--- config.mk ---
export PLATFORM = sky130hd
export DESIGN_NAME = lsu_sequencer
export DESIGN_NICKNAME = d
export VERILOG_FILES = /design/src/rtl/lsu_pkg.sv /design/src/rtl/lsu_lane_extend.sv /design/src/rtl/lsu_sequencer.sv
export SDC_FILE = /design/constraint.sdc
export NUM_CORES = 1
export LEC_CHECK = 0
export BUFFER_PORTS_ARGS = -buffer_cell sky130_fd_sc_hd__clkbuf_2
export CAP_MARGIN = 20
export CORE_MARGIN = 1
export CORE_UTILIZATION = 43
export DETAILED_ROUTE_END_ITERATION = 12
export GPL_TIMING_DRIVEN = 0
export PLACE_DENSITY = 0.7
export SYNTH_ARGS = -nofsm -noshare
export SYNTH_HDL_FRONTEND = slang
export SYNTH_HIERARCHICAL = 1
export SYNTH_SLANG_ARGS = --single-unit
--- constraint.sdc ---
create_clock -name clk -period 6.6 [get_ports clk]
set_input_delay 1.32 -clock clk [delete_from_list [all_inputs] [get_ports clk]]
set_output_delay 1.32 -clock clk [all_outputs]
set_load 0.05 [all_outputs]
--- src/rtl/lsu_pkg.sv ---
// Shared definitions for the load/store sequencer: request size encodings,
// FSM state type and the default ACCESS timeout.
package lsu_pkg;

   localparam int unsigned TIMEOUT_DEFAULT = 255;

   // req_sel encodings; 101..111 are treated as a full word
   localparam logic [2:0] SEL_B  = 3'b000;
   localparam logic [2:0] SEL_H  = 3'b001;
   localparam logic [2:0] SEL_W  = 3'b010;
   localparam logic [2:0] SEL_BU = 3'b011;
   localparam logic [2:0] SEL_HU = 3'b100;

   typedef enum logic [1:0] {
      ST_IDLE   = 2'd0,
      ST_ACCESS = 2'd1,
      ST_RESP   = 2'd2
   } lsu_state_e;

   typedef enum logic [1:0] {
      SZ_BYTE = 2'd0,
      SZ_HALF = 2'd1,
      SZ_WORD = 2'd2
   } lsu_size_e;

   // Collapse the signed/unsigned variants onto an access width.
   function automatic lsu_size_e sel_size(input logic [2:0] sel);
      case (sel)
         SEL_B, SEL_BU: sel_size = SZ_BYTE;
         SEL_H, SEL_HU: sel_size = SZ_HALF;
         default:       sel_size = SZ_WORD;
      endcase
   endfunction

endpackage

--- src/rtl/lsu_lane_extend.sv ---
// Load data lane select and sign/zero extension. Purely combinational:
// picks the addressed byte or halfword out of the returned memory word and
// extends it to 32 bits according to the request size selector.
module lsu_lane_extend
   import lsu_pkg::*;
(
   input  logic [31:0] rdata,
   input  logic [1:0]  addr_lo,
   input  logic [2:0]  sel,
   output logic [31:0] ext_data
);

   logic [7:0]  byte_lane;
   logic [15:0] half_lane;

   // Lane extraction; halfwords only look at addr_lo[1] (addr_lo[0] truncated)
   always_comb begin
      byte_lane = rdata[7:0];
      case (addr_lo)
         2'd0: byte_lane = rdata[7:0];
         2'd1: byte_lane = rdata[15:8];
         2'd2: byte_lane = rdata[23:16];
         2'd3: byte_lane = rdata[31:24];
         default: byte_lane = rdata[7:0];
      endcase
      half_lane = addr_lo[1] ? rdata[31:16] : rdata[15:0];
   end

   // Extension by selector; unknown selectors behave as a word load
   always_comb begin
      ext_data = rdata;
      case (sel)
         SEL_B:   ext_data = {{24{byte_lane[7]}}, byte_lane};
         SEL_BU:  ext_data = {24'h0, byte_lane};
         SEL_H:   ext_data = {{16{half_lane[15]}}, half_lane};
         SEL_HU:  ext_data = {16'h0, half_lane};
         default: ext_data = rdata;
      endcase
   end

endmodule

--- src/rtl/lsu_sequencer.sv ---
// Single-outstanding load/store sequencer between a core request port and a
// word-wide memory port. Accepts one request in IDLE, holds a memory access
// until mem_ack or timeout, then returns a one-cycle response.
// Optional build macro: LSU_MISALIGN_TRAP_EN -- misaligned half/word requests
// skip the memory access and respond immediately with rsp_err.
//
// state     | meaning
// ----------+-----------------------------------------------------------
// ST_IDLE   | req_ready high, waiting for req_valid
// ST_ACCESS | mem_req held with captured fields, counting wait cycles
// ST_RESP   | rsp_valid high for one cycle with captured data/error
module lsu_sequencer
   import lsu_pkg::*;
#(
   parameter int unsigned TIMEOUT_CYCLES = TIMEOUT_DEFAULT
)(
   input  logic        clk,
   input  logic        reset,
   input  logic        req_valid,
   output logic        req_ready,
   input  logic        req_we,
   input  logic [2:0]  req_sel,
   input  logic [31:0] req_addr,
   input  logic [31:0] req_wdata,
   output logic        rsp_valid,
   output logic [31:0] rsp_rdata,
   output logic        rsp_err,
   output logic        mem_req,
   output logic        mem_we,
   output logic [31:0] mem_addr,
   output logic [31:0] mem_wdata,
   output logic [3:0]  mem_be,
   input  logic        mem_ack,
   input  logic [31:0] mem_rdata
);

   // Wait count value on the last ACCESS cycle before a timeout is declared
   localparam logic [7:0] TIMEOUT_LAST = 8'(TIMEOUT_CYCLES - 1);

   lsu_state_e  state, state_nxt;
   logic        accept;
   logic        ack_take;
   logic        timeout;
   logic        misalign_trap;

   logic [7:0]  wait_cnt;
   logic        cap_we;
   logic [2:0]  cap_sel;
   logic [1:0]  cap_addr_lo;
   logic [31:0] addr_q;
   logic [31:0] wdata_q;
   logic [3:0]  be_q;
   logic [31:0] rdata_q;
   logic        err_q;

   logic [31:0] fmt_wdata;
   logic [3:0]  fmt_be;
   logic [31:0] ext_data;

`ifdef LSU_MISALIGN_TRAP_EN
   // Misaligned half/word requests are trapped at accept time
   always_comb begin
      misalign_trap = 1'b0;
      case (sel_size(req_sel))
         SZ_HALF: misalign_trap = req_addr[0];
         SZ_WORD: misalign_trap = |req_addr[1:0];
         default: misalign_trap = 1'b0;
      endcase
   end
`else
   assign misalign_trap = 1'b0;
`endif

   // Store data replication and byte enables; loads always read the full word
   always_comb begin
      fmt_wdata = 32'h0;
      fmt_be    = 4'b1111;
      if (req_we) begin
         case (sel_size(req_sel))
            SZ_BYTE: begin
               fmt_wdata = {4{req_wdata[7:0]}};
               fmt_be    = 4'b0001 << req_addr[1:0];
            end
            SZ_HALF: begin
               fmt_wdata = {2{req_wdata[15:0]}};
               fmt_be    = 4'b0011 << {req_addr[1], 1'b0};
            end
            default: begin
               fmt_wdata = req_wdata;
               fmt_be    = 4'b1111;
            end
         endcase
      end
   end

   lsu_lane_extend u_lane_extend (
      .rdata    (mem_rdata),
      .addr_lo  (cap_addr_lo),
      .sel      (cap_sel),
      .ext_data (ext_data)
   );

   // State register
   always_ff @(posedge clk or posedge reset) begin
      if (reset) state <= ST_IDLE;
      else       state <= state_nxt;
   end

   // Next-state decode; an ack in the timeout cycle takes priority
   always_comb begin
      state_nxt = state;
      accept    = 1'b0;
      ack_take  = 1'b0;
      timeout   = 1'b0;
      case (state)
         ST_IDLE: begin
            if (req_valid) begin
               accept    = 1'b1;
               state_nxt = misalign_trap ? ST_RESP : ST_ACCESS;
            end
         end
         ST_ACCESS: begin
            if (mem_ack) begin
               ack_take  = 1'b1;
               state_nxt = ST_RESP;
            end else if (wait_cnt == TIMEOUT_LAST) begin
               timeout   = 1'b1;
               state_nxt = ST_RESP;
            end
         end
         ST_RESP:  state_nxt = ST_IDLE;
         default:  state_nxt = ST_IDLE;
      endcase
   end

   // Request capture, wait counter and response data
   always_ff @(posedge clk or posedge reset) begin
      if (reset) begin
         wait_cnt    <= 8'h0;
         cap_we      <= 1'b0;
         cap_sel     <= 3'h0;
         cap_addr_lo <= 2'h0;
         addr_q      <= 32'h0;
         wdata_q     <= 32'h0;
         be_q        <= 4'h0;
         rdata_q     <= 32'h0;
         err_q       <= 1'b0;
      end else begin
         if (accept) begin
            wait_cnt    <= 8'h0;
            cap_we      <= req_we;
            cap_sel     <= req_sel;
            cap_addr_lo <= req_addr[1:0];
            addr_q      <= {req_addr[31:2], 2'b00};
            wdata_q     <= fmt_wdata;
            be_q        <= fmt_be;
            rdata_q     <= 32'h0;
            err_q       <= misalign_trap;
         end else if (ack_take) begin
            rdata_q     <= cap_we ? 32'h0 : ext_data;
            err_q       <= 1'b0;
         end else if (timeout) begin
            rdata_q     <= 32'h0;
            err_q       <= 1'b1;
         end else if (state == ST_ACCESS) begin
            wait_cnt    <= wait_cnt + 8'd1;
         end
      end
   end

   assign req_ready = (state == ST_IDLE);
   assign rsp_valid = (state == ST_RESP);
   assign rsp_rdata = rdata_q;
   assign rsp_err   = err_q;
   assign mem_req   = (state == ST_ACCESS);
   assign mem_we    = (state == ST_ACCESS) && cap_we;
   assign mem_addr  = addr_q;
   assign mem_wdata = wdata_q;
   assign mem_be    = be_q;

endmodule

# Word-level counts from Yosys, hierarchy flattened
# Cells that the tools add are included.
# classes
add_sub_neg	1
n_mul	0
n_div	0
magnitude_cmp	0
eq_ne	17
shift	2
muxes	31
n_bitwise	0
reduce_logical	12
# ops
op	count
2-to-1 mux 32 bit	5
case mux 32 bit (4 select lines)	1
case mux 32 bit (2 select lines)	1
2-to-1 mux 8 bit	4
case mux 8 bit (4 select lines)	1
2-to-1 mux 16 bit	1
2-to-1 mux 1 bit	10
adder 8 x 1 -> 8 bit, second input constant	1
== test 8 bit, second input constant	1
2-to-1 mux 2 bit	4
case mux 2 bit (2 select lines)	2
case mux 4 bit (2 select lines)	1
== test 2 x 1 -> 1 bit, second input constant	3
== test 2 bit, second input constant	3
== test 3 x 1 -> 1 bit, second input constant	2
== test 3 x 2 -> 1 bit, second input constant	2
== test 3 bit, second input constant	2
logical NOT 2 bit	3
logical NOT 3 bit	2
!= test 2 bit, second input constant	3
2-to-1 mux 4 bit	1
OR reduction 2 bit	2
left shift 1 x 2 -> 4 bit, first input constant	1
left shift 2 x 2 -> 4 bit, first input constant	1
6 further kinds	6
# word_totals
regBits	115
latchBits	0
ramBits	0
romBits	0
in_bits	104
out_inout_bits	105
word_cells	73
n_memories	0

# Logic depth before layout (Yosys ltp)
# logic_depth
word_depth	7
depth_mapped	8
ltp_nobuf	6

# Hierarchy
# The synthesis kept the hierarchy.
# by_module_without_submodules
mod	instances	cells_each	area_each_um2	seq_area_each_um2
lsu_sequencer	1	475	4775.8	2877.8
lsu_lane_extend	1	220	1338.8	0.0

# Least setup slack after synthesis
# Ideal clock, no wire load.
# synth_path
path_type	input to register
start	input port mem_rdata[31]
end	register rdata_q[7], in the netlist rsp_rdata[7]
arrival_ns	2.487
setup_slack_ns	3.991
cell_stages	5
cell_sequence	mux4_2 > nor2_2 > a311oi_1 > a211o_1 > a22o_1
# synth_between
elab_chain_len	5
# synth_rtl
element	line_no	rtl
start, declared	lsu_sequencer.sv:34	input logic [31:0] mem_rdata
case mux 8 bit (4 select lines)	lsu_lane_extend.sv:19	case (addr_lo)
case mux 32 bit (4 select lines)	lsu_lane_extend.sv:32	case (sel)
via ext_data[7]	lsu_sequencer.sv:58	logic [31:0] ext_data;
2-to-1 mux 32 bit	lsu_sequencer.sv:160	rdata_q <= cap_we ? 32'h0 : ext_data;
2-to-1 mux 32 bit	lsu_sequencer.sv:159	end else if (ack_take) begin
2-to-1 mux 32 bit	lsu_sequencer.sv:149	if (accept) begin
end signal, assigned	lsu_sequencer.sv:160	
end, declared	lsu_sequencer.sv:53	logic [31:0] rdata_q;
# The timed path passes the listed nets, and every way through them passes these cells.
# A chain may end at the register's enable or synchronous reset.

# Final worst setup path
# layout_path
start	register state[1]
end	output port mem_we
# layout_between
elab_chain_len	2
# layout_rtl
element	line_no	rtl
start, declared	lsu_sequencer.sv:40	lsu_state_e state, state_nxt;
start signal, assigned	lsu_sequencer.sv:106	else state <= state_nxt;
== test 2 x 1 -> 1 bit	lsu_sequencer.sv:176	assign mem_we = (state == ST_ACCESS) && cap_we;
logical AND 1 bit	lsu_sequencer.sv:176	
end, declared	lsu_sequencer.sv:29	output logic mem_we,
# Every way passes these cells.

==> impl_metrics.toml <==
[floorplan]
coreArea_um2 = 13880
start_util_pct = 44.05
die_x_um = 121.2
ios = 209
dieArea_um2 = 14700
core.rowCount = 43
die_height_um = 121.2

[global_routing]
grt_pass1_vias = 5780
antenna_found_initial = 0
grt_overflow_total = 0
grtUsageTotal_pct = 26.00
grt_max_degree = 92
grt_pass1_wl_mm = 29.08

[clocking]
cts_tree = "done"
holdBufCountCts = 0
cts_htree_levels = 4
postCtsResizedCells = 0
cts_buffers = 17
cts_root_buf = "clkbuf_16"
path_clk_slew_ns = 0.05
clk_latency_ns = 0.41
post_cts_buffers = 0
clk_path_buf_depth = 2
clock_sinks = 115

[job]
maxCapViolCount = 0

[logic_synthesis]
syn_inst = 695
muxShareOfSynthArea_pct = 6.282
synth_xor_area_share_pct = 0.1432
synth_most_common_cell = "nand2_1"
ys_types = 58
synth_area_per_cell_um2 = 8.798
yosys.area.top_type_share_pct = 47.06
yosysWarnings = 6
synth_area_um2 = 6115
synth_top_family_by_area = "simple AND/OR/NAND/NOR gates"
ys_top_cells_by_count = "222 x nand2_1, 115 x dfrtp_1, 39 x a22o_1"
synth-edff-count = 0
synthAdderAreaFrac_pct = 0.4092
synth_flop_cell = "dfrtp_1"
ys_top_cells_by_area = "dfrtp_1 47%, nand2_1 14%, mux2i_1 5.7%"
synth-compound-area-share_pct = 20.22
yosysSeqAreaShare_pct = 47.06
async_reset_ff_share_pct = 100.0
synthSimpleGateAreaFrac_pct = 21.22
yosysTopAreaCell = "dfrtp_1"
synth-seq-cells = 115

[sta]
rsz0062_at_grt = "false"
max_freq_ghz = 0.3452
finalCritPeriodShare_pct = 43.89
setup-tns-final_ns = 0
relSlewSlack_pct = 51.53
setup_viol = 0
min_period_ns = 2.897
slew_violations = 0
tightest_slew_ns = 0.7068
finalHoldViolations = 0
skew_ns = 0.006846

[critical_path]
path_class = "flip-flop to primary output"
cp_slowest_cell = "dfrtp_1"
crit_buf_inv = 2
path_delay_family = "flip-flops"
cp_slowest_stage_delay_ns = 0.42
cp.arrival_ns = 1.58
crit_required_ns = 5.28
cp-end-kind = "primary output"
cp_cell_sequence = "nand2b_1, inv_2, and2_1, clkbuf_2"
startpoint_type = "flip-flop"
worst-path-max-fanout = 6

[layout]
area_delta_synth_final_pct = 30.57
antenna_cells = 0
stdcell_count = 1114
nNetsFinal = 1027
drive_gt1_share_pct = 31.48

[route]
drc = 0
drt_first_pass_iters = 5
viasPerCell = 5.419
vias = 6037
wire_per_inst_um = 16.62
antenna_left = 0
drtIter0Drc = 392
drt-total-wl_mm = 18.52

[pwr]
p_per_area_nw_per_um2 = 575.8
ir_drop_v = 0.0002765
power_mw = 4.597
p_leak_nw = 4.150

[outcome]
status = "finished, final reports clean"

[place]
routabilityCongestion = 0.9218
dp_hpwl_mm = 13.45
dp_cells = 1082
port_buffers = 205

[worst_hold_path]
min_path_type = "flip-flop to flip-flop"
==> flip-flops by register name, summed over array words and instances (netlist names), 2 cells and up <==
| register | count |
|---|---|
| mem_wdata | 32 |
| rsp_rdata | 32 |
| mem_addr | 30 |
| wait_cnt | 8 |
| mem_be | 4 |
| cap_sel | 3 |
| cap_addr_lo | 2 |
| state | 2 |
==> routing by layer <==
layer / track usage [%] / up-vias / wire length [µm]
met1: 33.63 / 2854 / 8025
li1: - / 2873 / -
met2: 41.29 / 270 / 8635
met4: 11.96 / 0 / 453
met5: 0 / - / 0
met3: 5.968 / 40 / 1405
==> metrics by stage <==
step / utilization (%) / area [µm²] / setup slack, ns / hold WS (ns)
global route: 57.52 / 7984 / 3.637 / 0.4920
floorplan: - / 6118 / 2.236 / 0.4403
detailed placement: 53.33 / 7402 / 3.584 / 0.4610
global placement: 53.09 / 7370 / 0.8264 / 0.4536
CTS: 57.52 / 7984 / 3.701 / 0.4726
finish: 57.52 / 7984 / 3.703 / 0.4691
==> worst paths after layout <==
kind                       slack, ns                     start  cells past startpoint                   endpoint
setup / recovery                3.70      state[1]$_DFFE_PP0P_                      4                     mem_we
hold / removal                  0.47  mem_addr[28]$_DFFE_PP0P_                      2   mem_addr[28]$_DFFE_PP0P_
setup reg to reg                4.52   wait_cnt[0]$_DFFE_PP0P_                      7  rsp_rdata[17]$_DFFE_PP0P_
hold reg to reg                 0.47  mem_addr[28]$_DFFE_PP0P_                      2   mem_addr[28]$_DFFE_PP0P_
max in group asynchronous       5.03                     reset                      3   rsp_rdata[6]$_DFFE_PP0P_
min in group asynchronous       0.85                     reset                      2    mem_addr[9]$_DFFE_PP0P_
==> kinds of logic (layout without fill, tap and decap cells) <==
family                   after synthesis  count (layout)
AND/OR/NAND/NOR                      304             304
buffers and inverters                 58             296
multiplexers                          37              37
other                                  1               2
flip-flops                           115             115
AO/OA/AOI/OAI                        177             177
XOR/XNOR                               1               1
adder cells (fa/ha/maj)                2               2
==> worst min-delay path, cell delays in order (launching register included) <==
cell	delay [ns]
dfrtp_1	0.33
nand2_1	0.05
nand2_1	0.05
==> where the power goes <==
group          internal [mW]  switching, mW  leakage [nW]  total, mW
clock network          0.582          0.321         0.283      0.903
logic                  0.689           1.85          2.39       2.54
registers              0.984          0.172          1.48       1.16
==> cells in the final DEF (no fill, tap or decap), drive strengths merged, types with 2 or more instances in the layout <==
cell type	netlist	final
clkbuf	21	249
nand2	232	232
dfrtp	115	115
o21ai	43	43
a22o	39	39
mux2i	35	35
buf	31	32
a21oi	28	28
nor2	26	26
nand3	11	11
a31oi	10	10
o22ai	10	10
o21bai	9	9
o31ai	8	8
a22oi	8	8
o221ai	7	7
inv	6	6
or2	5	5
clkinv	0	5
or3	4	4
nor2b	4	4
and2	4	4
nor3	4	4
a211o	3	3
or4	3	3
a21o	3	3
nor3b	2	2
nand2b	2	2
o22a	2	2
a21boi	2	2
ha	2	2
conb	1	2
clkinvlp	0	2
bufinv	0	2
a211oi	2	2
and3	2	2
==> area by class of cell <==
cell class / count / area [µm²]
timing repair buffer: 206 / 1054
inverter: 6 / 27.53
tap: 180 / 225.2
sequential: 115 / 2878
clock inverter: 9 / 103.9
multi-input combinational: 523 / 2959
clock buffer: 23 / 478.0
buffer: 52 / 259.0
fill: 1310 / 5897
(Power assumes the default switching activity.)
